**src/rtl/cram_loader.sv**
```systemverilog
`default_nettype none
// ============================================================================
// cram_loader - serialises host words MSB-first into a CRAM config chain;
//               define CRAM_LOADER_CRC_EN for the CRC-8 trailer check.  Rev 1.0
// ============================================================================
module cram_loader #(
  parameter int WORD_W     = 8,
  parameter int CHAIN_BITS = 232,
  parameter int NUM_CELLS  = 1
) (
  input  logic              clk,
  input  logic              nrst,
  input  logic              en,
  input  logic              start,
  input  logic [WORD_W-1:0] word_in,
  input  logic              word_valid,
  output logic              word_ready,
  output logic              cfg_data,
  output logic              cfg_en,
  input  logic              chain_tail,
  output logic              busy,
  output logic              done,
  output logic              err
);
  localparam int TOTAL     = CHAIN_BITS * NUM_CELLS;
  localparam int NWORDS    = (TOTAL + WORD_W - 1) / WORD_W;
  localparam int TAIL_BITS = TOTAL - (NWORDS - 1) * WORD_W;
  localparam int CNT_W     = $clog2(WORD_W + 1);
  localparam int BITS_W    = $clog2(TOTAL + 1);
  localparam int WORDS_W   = $clog2(NWORDS + 1);

`ifdef CRAM_LOADER_CRC_EN
  typedef enum logic [1:0] {S_IDLE = 2'd0, S_SHIFT = 2'd1, S_CHECK = 2'd2, S_FIN = 2'd3} state_t;
`else
  typedef enum logic [1:0] {S_IDLE = 2'd0, S_SHIFT = 2'd1, S_FIN = 2'd3} state_t;
`endif

  state_t              r_state, w_state_nxt;
  logic [WORD_W-1:0]   r_sr;
  logic [CNT_W-1:0]    r_sr_cnt;
  logic [BITS_W-1:0]   r_bits_left;
  logic [WORDS_W-1:0]  r_words_left;
  logic                r_cfg_data, r_cfg_en, r_busy, r_done;
  logic                w_ready, w_xfer, w_shift, w_last_bit, w_next_bit, w_in_load;
  logic [CNT_W-1:0]    w_word_bits;
  logic                w_unused_tail;

  assign w_unused_tail = chain_tail;

`ifdef CRAM_LOADER_CRC_EN
  assign w_in_load = (r_state == S_SHIFT) || (r_state == S_CHECK);
`else
  assign w_in_load = (r_state == S_SHIFT);
`endif

  assign w_ready     = w_in_load && en && (r_sr_cnt <= CNT_W'(1)) && (r_words_left != '0);
  assign w_xfer      = w_ready && word_valid;
  assign w_shift     = en && (r_state == S_SHIFT) && ((r_sr_cnt != '0) || w_xfer);
  // With sr_cnt==1 the old last bit goes out this edge, so a new word is loaded whole.
  assign w_next_bit  = (r_sr_cnt != '0) ? r_sr[WORD_W-1] : word_in[WORD_W-1];
  assign w_last_bit  = w_shift && (r_bits_left == BITS_W'(1));
  assign w_word_bits = (r_words_left == WORDS_W'(1)) ? CNT_W'(TAIL_BITS) : CNT_W'(WORD_W);

`ifdef CRAM_LOADER_CRC_EN
  logic [7:0] r_crc;
  logic [7:0] w_crc_rx;
  logic       r_err, w_crc_fb;
  assign w_crc_fb = r_crc[7] ^ w_next_bit;
  assign w_crc_rx = word_in[7:0];
  assign err      = r_err;
`else
  assign err      = 1'b0;
`endif

  always_comb begin
    w_state_nxt = r_state;
    if (en) begin
      case (r_state)
        S_IDLE:  if (start) w_state_nxt = S_SHIFT;
`ifdef CRAM_LOADER_CRC_EN
        S_SHIFT: if (w_last_bit) w_state_nxt = S_CHECK;
        S_CHECK: if (w_xfer) w_state_nxt = S_FIN;
`else
        S_SHIFT: if (w_last_bit) w_state_nxt = S_FIN;
`endif
        S_FIN:   w_state_nxt = S_IDLE;
        default: w_state_nxt = S_IDLE;
      endcase
    end
  end

  always_ff @(posedge clk or negedge nrst) begin
    if (!nrst) begin
      r_state <= S_IDLE;
      r_busy  <= 1'b0;
    end else begin
      r_state <= w_state_nxt;
      r_busy  <= (w_state_nxt != S_IDLE);
    end
  end

  always_ff @(posedge clk or negedge nrst) begin
    if (!nrst) begin
      r_sr         <= '0;
      r_sr_cnt     <= '0;
      r_bits_left  <= '0;
      r_words_left <= '0;
      r_cfg_data   <= 1'b0;
      r_cfg_en     <= 1'b0;
      r_done       <= 1'b0;
`ifdef CRAM_LOADER_CRC_EN
      r_crc        <= '0;
      r_err        <= 1'b0;
`endif
    end else if (!en) begin
      r_cfg_en <= 1'b0;
    end else begin
      r_cfg_en <= 1'b0;
      if ((r_state == S_IDLE) && start) begin
        r_sr_cnt     <= '0;
        r_bits_left  <= BITS_W'(TOTAL);
        r_words_left <= WORDS_W'(NWORDS);
        r_done       <= 1'b0;
`ifdef CRAM_LOADER_CRC_EN
        r_crc        <= '0;
        r_err        <= 1'b0;
`endif
      end
      if (w_shift) begin
        r_cfg_data  <= w_next_bit;
        r_cfg_en    <= 1'b1;
        r_bits_left <= r_bits_left - BITS_W'(1);
`ifdef CRAM_LOADER_CRC_EN
        r_crc       <= {r_crc[6:0], 1'b0} ^ (w_crc_fb ? 8'h07 : 8'h00);
`endif
      end
      if (w_xfer && (r_state == S_SHIFT)) begin
        r_words_left <= r_words_left - WORDS_W'(1);
        if (r_sr_cnt == '0) begin
          r_sr     <= word_in << 1;
          r_sr_cnt <= w_word_bits - CNT_W'(1);
        end else begin
          r_sr     <= word_in;
          r_sr_cnt <= w_word_bits;
        end
      end else if (w_shift) begin
        r_sr     <= r_sr << 1;
        r_sr_cnt <= r_sr_cnt - CNT_W'(1);
      end
`ifdef CRAM_LOADER_CRC_EN
      // Re-arm the word counter so the normal ready rule admits the one CRC word.
      if (w_last_bit) r_words_left <= WORDS_W'(1);
      if (w_xfer && (r_state == S_CHECK)) begin
        r_words_left <= '0;
        if (w_crc_rx != r_crc) r_err <= 1'b1;
      end
`endif
      if (r_state == S_FIN) r_done <= 1'b1;
    end
  end

  assign word_ready = w_ready;
  assign cfg_data   = r_cfg_data;
  assign cfg_en     = r_cfg_en;
  assign busy       = r_busy;
  assign done       = r_done;

endmodule
`default_nettype wire
```
**config.mk**
```make
export PLATFORM = sky130hd
export DESIGN_NAME = cram_loader
export DESIGN_NICKNAME = d
export VERILOG_FILES = /design/src/rtl/cram_loader.sv
export SDC_FILE = /design/constraint.sdc
export NUM_CORES = 1
export LEC_CHECK = 0
export ABC_AREA = 1
export CAP_MARGIN = 20
export CORE_UTILIZATION = 51
export DETAILED_ROUTE_END_ITERATION = 8
export PLACE_DENSITY = 0.81
export SETUP_SLACK_MARGIN = 0.02
export SYNTH_ARGS = -nofsm -noshare
export SYNTH_HDL_FRONTEND = slang
export SYNTH_SLANG_ARGS = --single-unit
```
**constraint.sdc**
```tcl
create_clock -name clk -period 1.7 [get_ports clk]
set_clock_uncertainty 0.05 [all_clocks]
set_input_delay 0.255 -clock clk [delete_from_list [all_inputs] [get_ports clk]]
set_output_delay 0.255 -clock clk [all_outputs]
set_load 0.005 [all_outputs]
```
==> reports/qor.txt <==
status: finished with violations
failing checks: setup timing
clk_lat worst skew: 0.34 ns
Ant. Diodes: 0
Achievable Freq: 563 MHz
post-synthesis sequential area ratio: 41.5%
most used cell, CP: nand2_1
clk sink count: 31
syn nets: 280
sw frac: 43.0%
Hold-fix buffers, CTS: 0
Max Root-Sink Buffers: 2
DIE AREA: 3910 µm²
Worst Reg-to-Reg Cells: 13
Clock Power Share: 12.1%
fill cell count: 250
Power Density: 1610 nW/µm²
Routed WL per cell: 12.7 µm
Row Count: 21
CP Class: reg2out
slowest cell delay on critical path: 0.41 ns
clock root cell: clkbuf_4
Hold Path Class: in2async
CTS tree: done
CP max stage cell: dfrtp_1
hold violation count in the final report: 0
Worst Setup End Kind: output pin
Die Ht: 62.6 µm
Tcrit/Tclk final: 104%
cell total after placement: 342
Avg Vias per Cell: 5.06
first-pass GRT wire length: 8.03 mm
vias: 1792
number of global-route vias before repair: 1802
final worst slack: -0.0758 ns
NumNets Final: 327
final setup TNS: -1.05 ns
Reg2Reg Launch Point: r_sr_cnt[1]
placed cell areas: 2250 µm²
Mapped Cells: 260
H-tree levels: 2
fin. max-slew vios: 0
final instance area: 2560 µm²
synthesis-to-layout area growth: 37.1%
CP cell instances: buf_6, ha_4, inv_2, nand2_1, nand2_1, nor2_2, and2_1, buf_2
Overflow after GRT: 0
Startpoint Class: flop
Synth top area share: 41.5%
Clock transition at path regs: 0.09 ns
Synth Warn #: 0
max-cap violations: 0
Post-Layout Cell Count: 354
CP arrival: 1.47 ns
Int Pwr: 2350 µW
DRT Pass-1 Iters: 4
switching pwr: 1770 µW
Port Buffer Count: 17
Reg-to-Reg End: r_bits_left[3]
Area contributors post-synth: dfrtp_1, nand2_1, nand3_1, inv_1, ha_1
area of the multi-input gates: 1080 µm²
num ports: 20
leak pwr: 0.00135 µW
Sequential Power Share: 30.8%
Total GRT Usage: 26.4%
layout cells sized above 1: 27.3%
fin util: 75.1%
number of antenna violations at the first check in global routing: 0
CP bufs+invs: 3
Reg area: 776 µm²
final WL: 4.51 mm
#FFs+latches synth: 31
synth unique cells: 29
Chip Width: 62.6 µm
initial core utilization: 54.8%
average size of a mapped cell: 7.19 µm²
required time worst endpoint: 1.39 ns
Setup Viol. Count Final: 22
total CTS buffers: 5
crit path max fanout: 2
Worst IR Drop VDD: 0.000995 V
antenna viol nets, final: 0
initial DRC count: 76
Detail Placement HPWL: 2.98 mm
Comb pwr share: 57.1%
leading area contributor after synthesis: dfrtp_1
Tmin final: 1.78 ns
pin count of the biggest net entering global routing: 32
core area: 3420 µm²
RSZ-0062 raised after global routing: yes
DRC viols: 0
Worst path top cell family by delay: flip-flops
Cell Area, Synth: 1870 µm²
R2R setup slack: -0.07 ns
Final Wtd Congestion: 0.868
power by group through the flow:
stage	combinational [µW]	clock, µW	sequential (µW)
5_1_grt	2640	544	1300
3_3_place_gp	1840	0	1230
4_1_cts	2160	511	1250
3_5_place_dp	1920	0	1230
2_1_floorplan	1280	0	1210
6_report	2350	499	1270
final cells by class:
type	instances	area share [%]
Sequential cell	31	30.2
Timing Repair Buffer	47	17.4
Tap cell	46	2.24
Clock buffer	8	2.68
Inverter	32	5.22
Multi-Input combinational cell	190	42.2
cell usage after synthesis, drive strengths merged:
| master | number |
|---|---|
| a32o | 1 |
| and2 | 1 |
| buf | 7 |
| clkinv | 3 |
| conb | 1 |
| dfrtp | 31 |
| ha | 6 |
| inv | 29 |
| mux2i | 1 |
| nand2 | 116 |
| nand3 | 26 |
| nand3b | 3 |
| nand4 | 5 |
| nor2 | 15 |
| nor3 | 1 |
| o21ai | 7 |
| o22ai | 2 |
| xnor2 | 1 |
| xor2 | 4 |
logic make-up (layout without fill, tap and decap cells):
kind of cell | Yosys count | count (layout) | share of synthesized area (%)
and+or+nand+nor | 167 | 167 | 38.9
buffers and inverters | 39 | 87 | 9.50
DFF | 31 | 31 | 41.5
AOI/OAI and AO/OA | 10 | 10 | 3.08
adders and majority gates | 6 | 6 | 4.01
xor gates and xnor gates | 5 | 5 | 2.34
other | 1 | 1 | 0.200
muxes | 1 | 1 | 0.535
worst register-to-register path, stage by stage, from the launching register on:
cell and delay, ns:
dfrtp_1 0.40, inv_2 0.11, ha_4 0.15, inv_2 0.03
nand2_1 0.05, nand2_1 0.07, nor2_2 0.09, buf_4 0.12
nand3_4 0.10, nand2_4 0.12, nand2_8 0.11, clkbuf_16 0.18
nand3_2 0.05, nand2_1 0.05
layer usage:
metal	part of all wire [%]	GRT usage, %
met3	4.3	5.84
met2	52	44.8
met1	41	31.4
met5	0	0
met4	3.2	13.1
worst max path at each step:
stage	from	endpoint	cells after the start
CTS	r_sr_cnt[0]	word_ready	8
global placement	en	word_ready	5
finish	r_sr_cnt[0]	word_ready	8
floorplan	r_sr_cnt[0]	r_bits_left[5]	12
detailed placement	en	word_ready	5
global route	r_sr_cnt[1]	r_bits_left[3]	13
registers in the layout, indices dropped and copies added, names as in the netlist:
name,cells
busy,1
cfg_data,1
cfg_en,1
done,1
r_bits_left,8
r_sr,8
r_sr_cnt,4
r_state,2
r_words_left,5
placed cells by master, fill, tap and decap left out, types with 5 or more instances in the layout:
master / synthesis / layout
clkbuf_4: 0 / 5
nand3_1: 24 / 10
nand2_2: 1 / 15
inv_2: 1 / 6
nand3_2: 1 / 12
nand4_1: 5 / 5
clkdlybuf4s50_1: 0 / 16
inv_1: 28 / 23
dfrtp_1: 31 / 31
o21ai_1: 1 / 5
buf_4: 1 / 21
nor2_1: 13 / 13
nand2_1: 113 / 99
buf_6: 3 / 7
what timing repair did:
item / 4_1_cts / 5_1_grt
buffers inserted: 2 / 1
setup endpoints to repair: 26 / 30
pin swaps: 14 / 12
endpoints found under the hold margin: 0 / 0
gates resized for setup: 42 / 19
cloned: 0 / 1
stage by stage:
| step | setup slack (ns) | hold WS, ns | total power [µW] |
|---|---|---|---|
| final | -0.0758 | 0.243 | 4120 |
| after global routing | -0.169 | 0.274 | 4490 |
| after CTS | -0.0895 | 0.247 | 3910 |
| after detailed placement | -0.203 | 0.415 | 3160 |
| after global placement | -0.169 | 0.414 | 3070 |
| after floorplan | 0.0223 | -0.0906 | 2490 |
No activity file was read; power rests on OpenSTA's default activity.
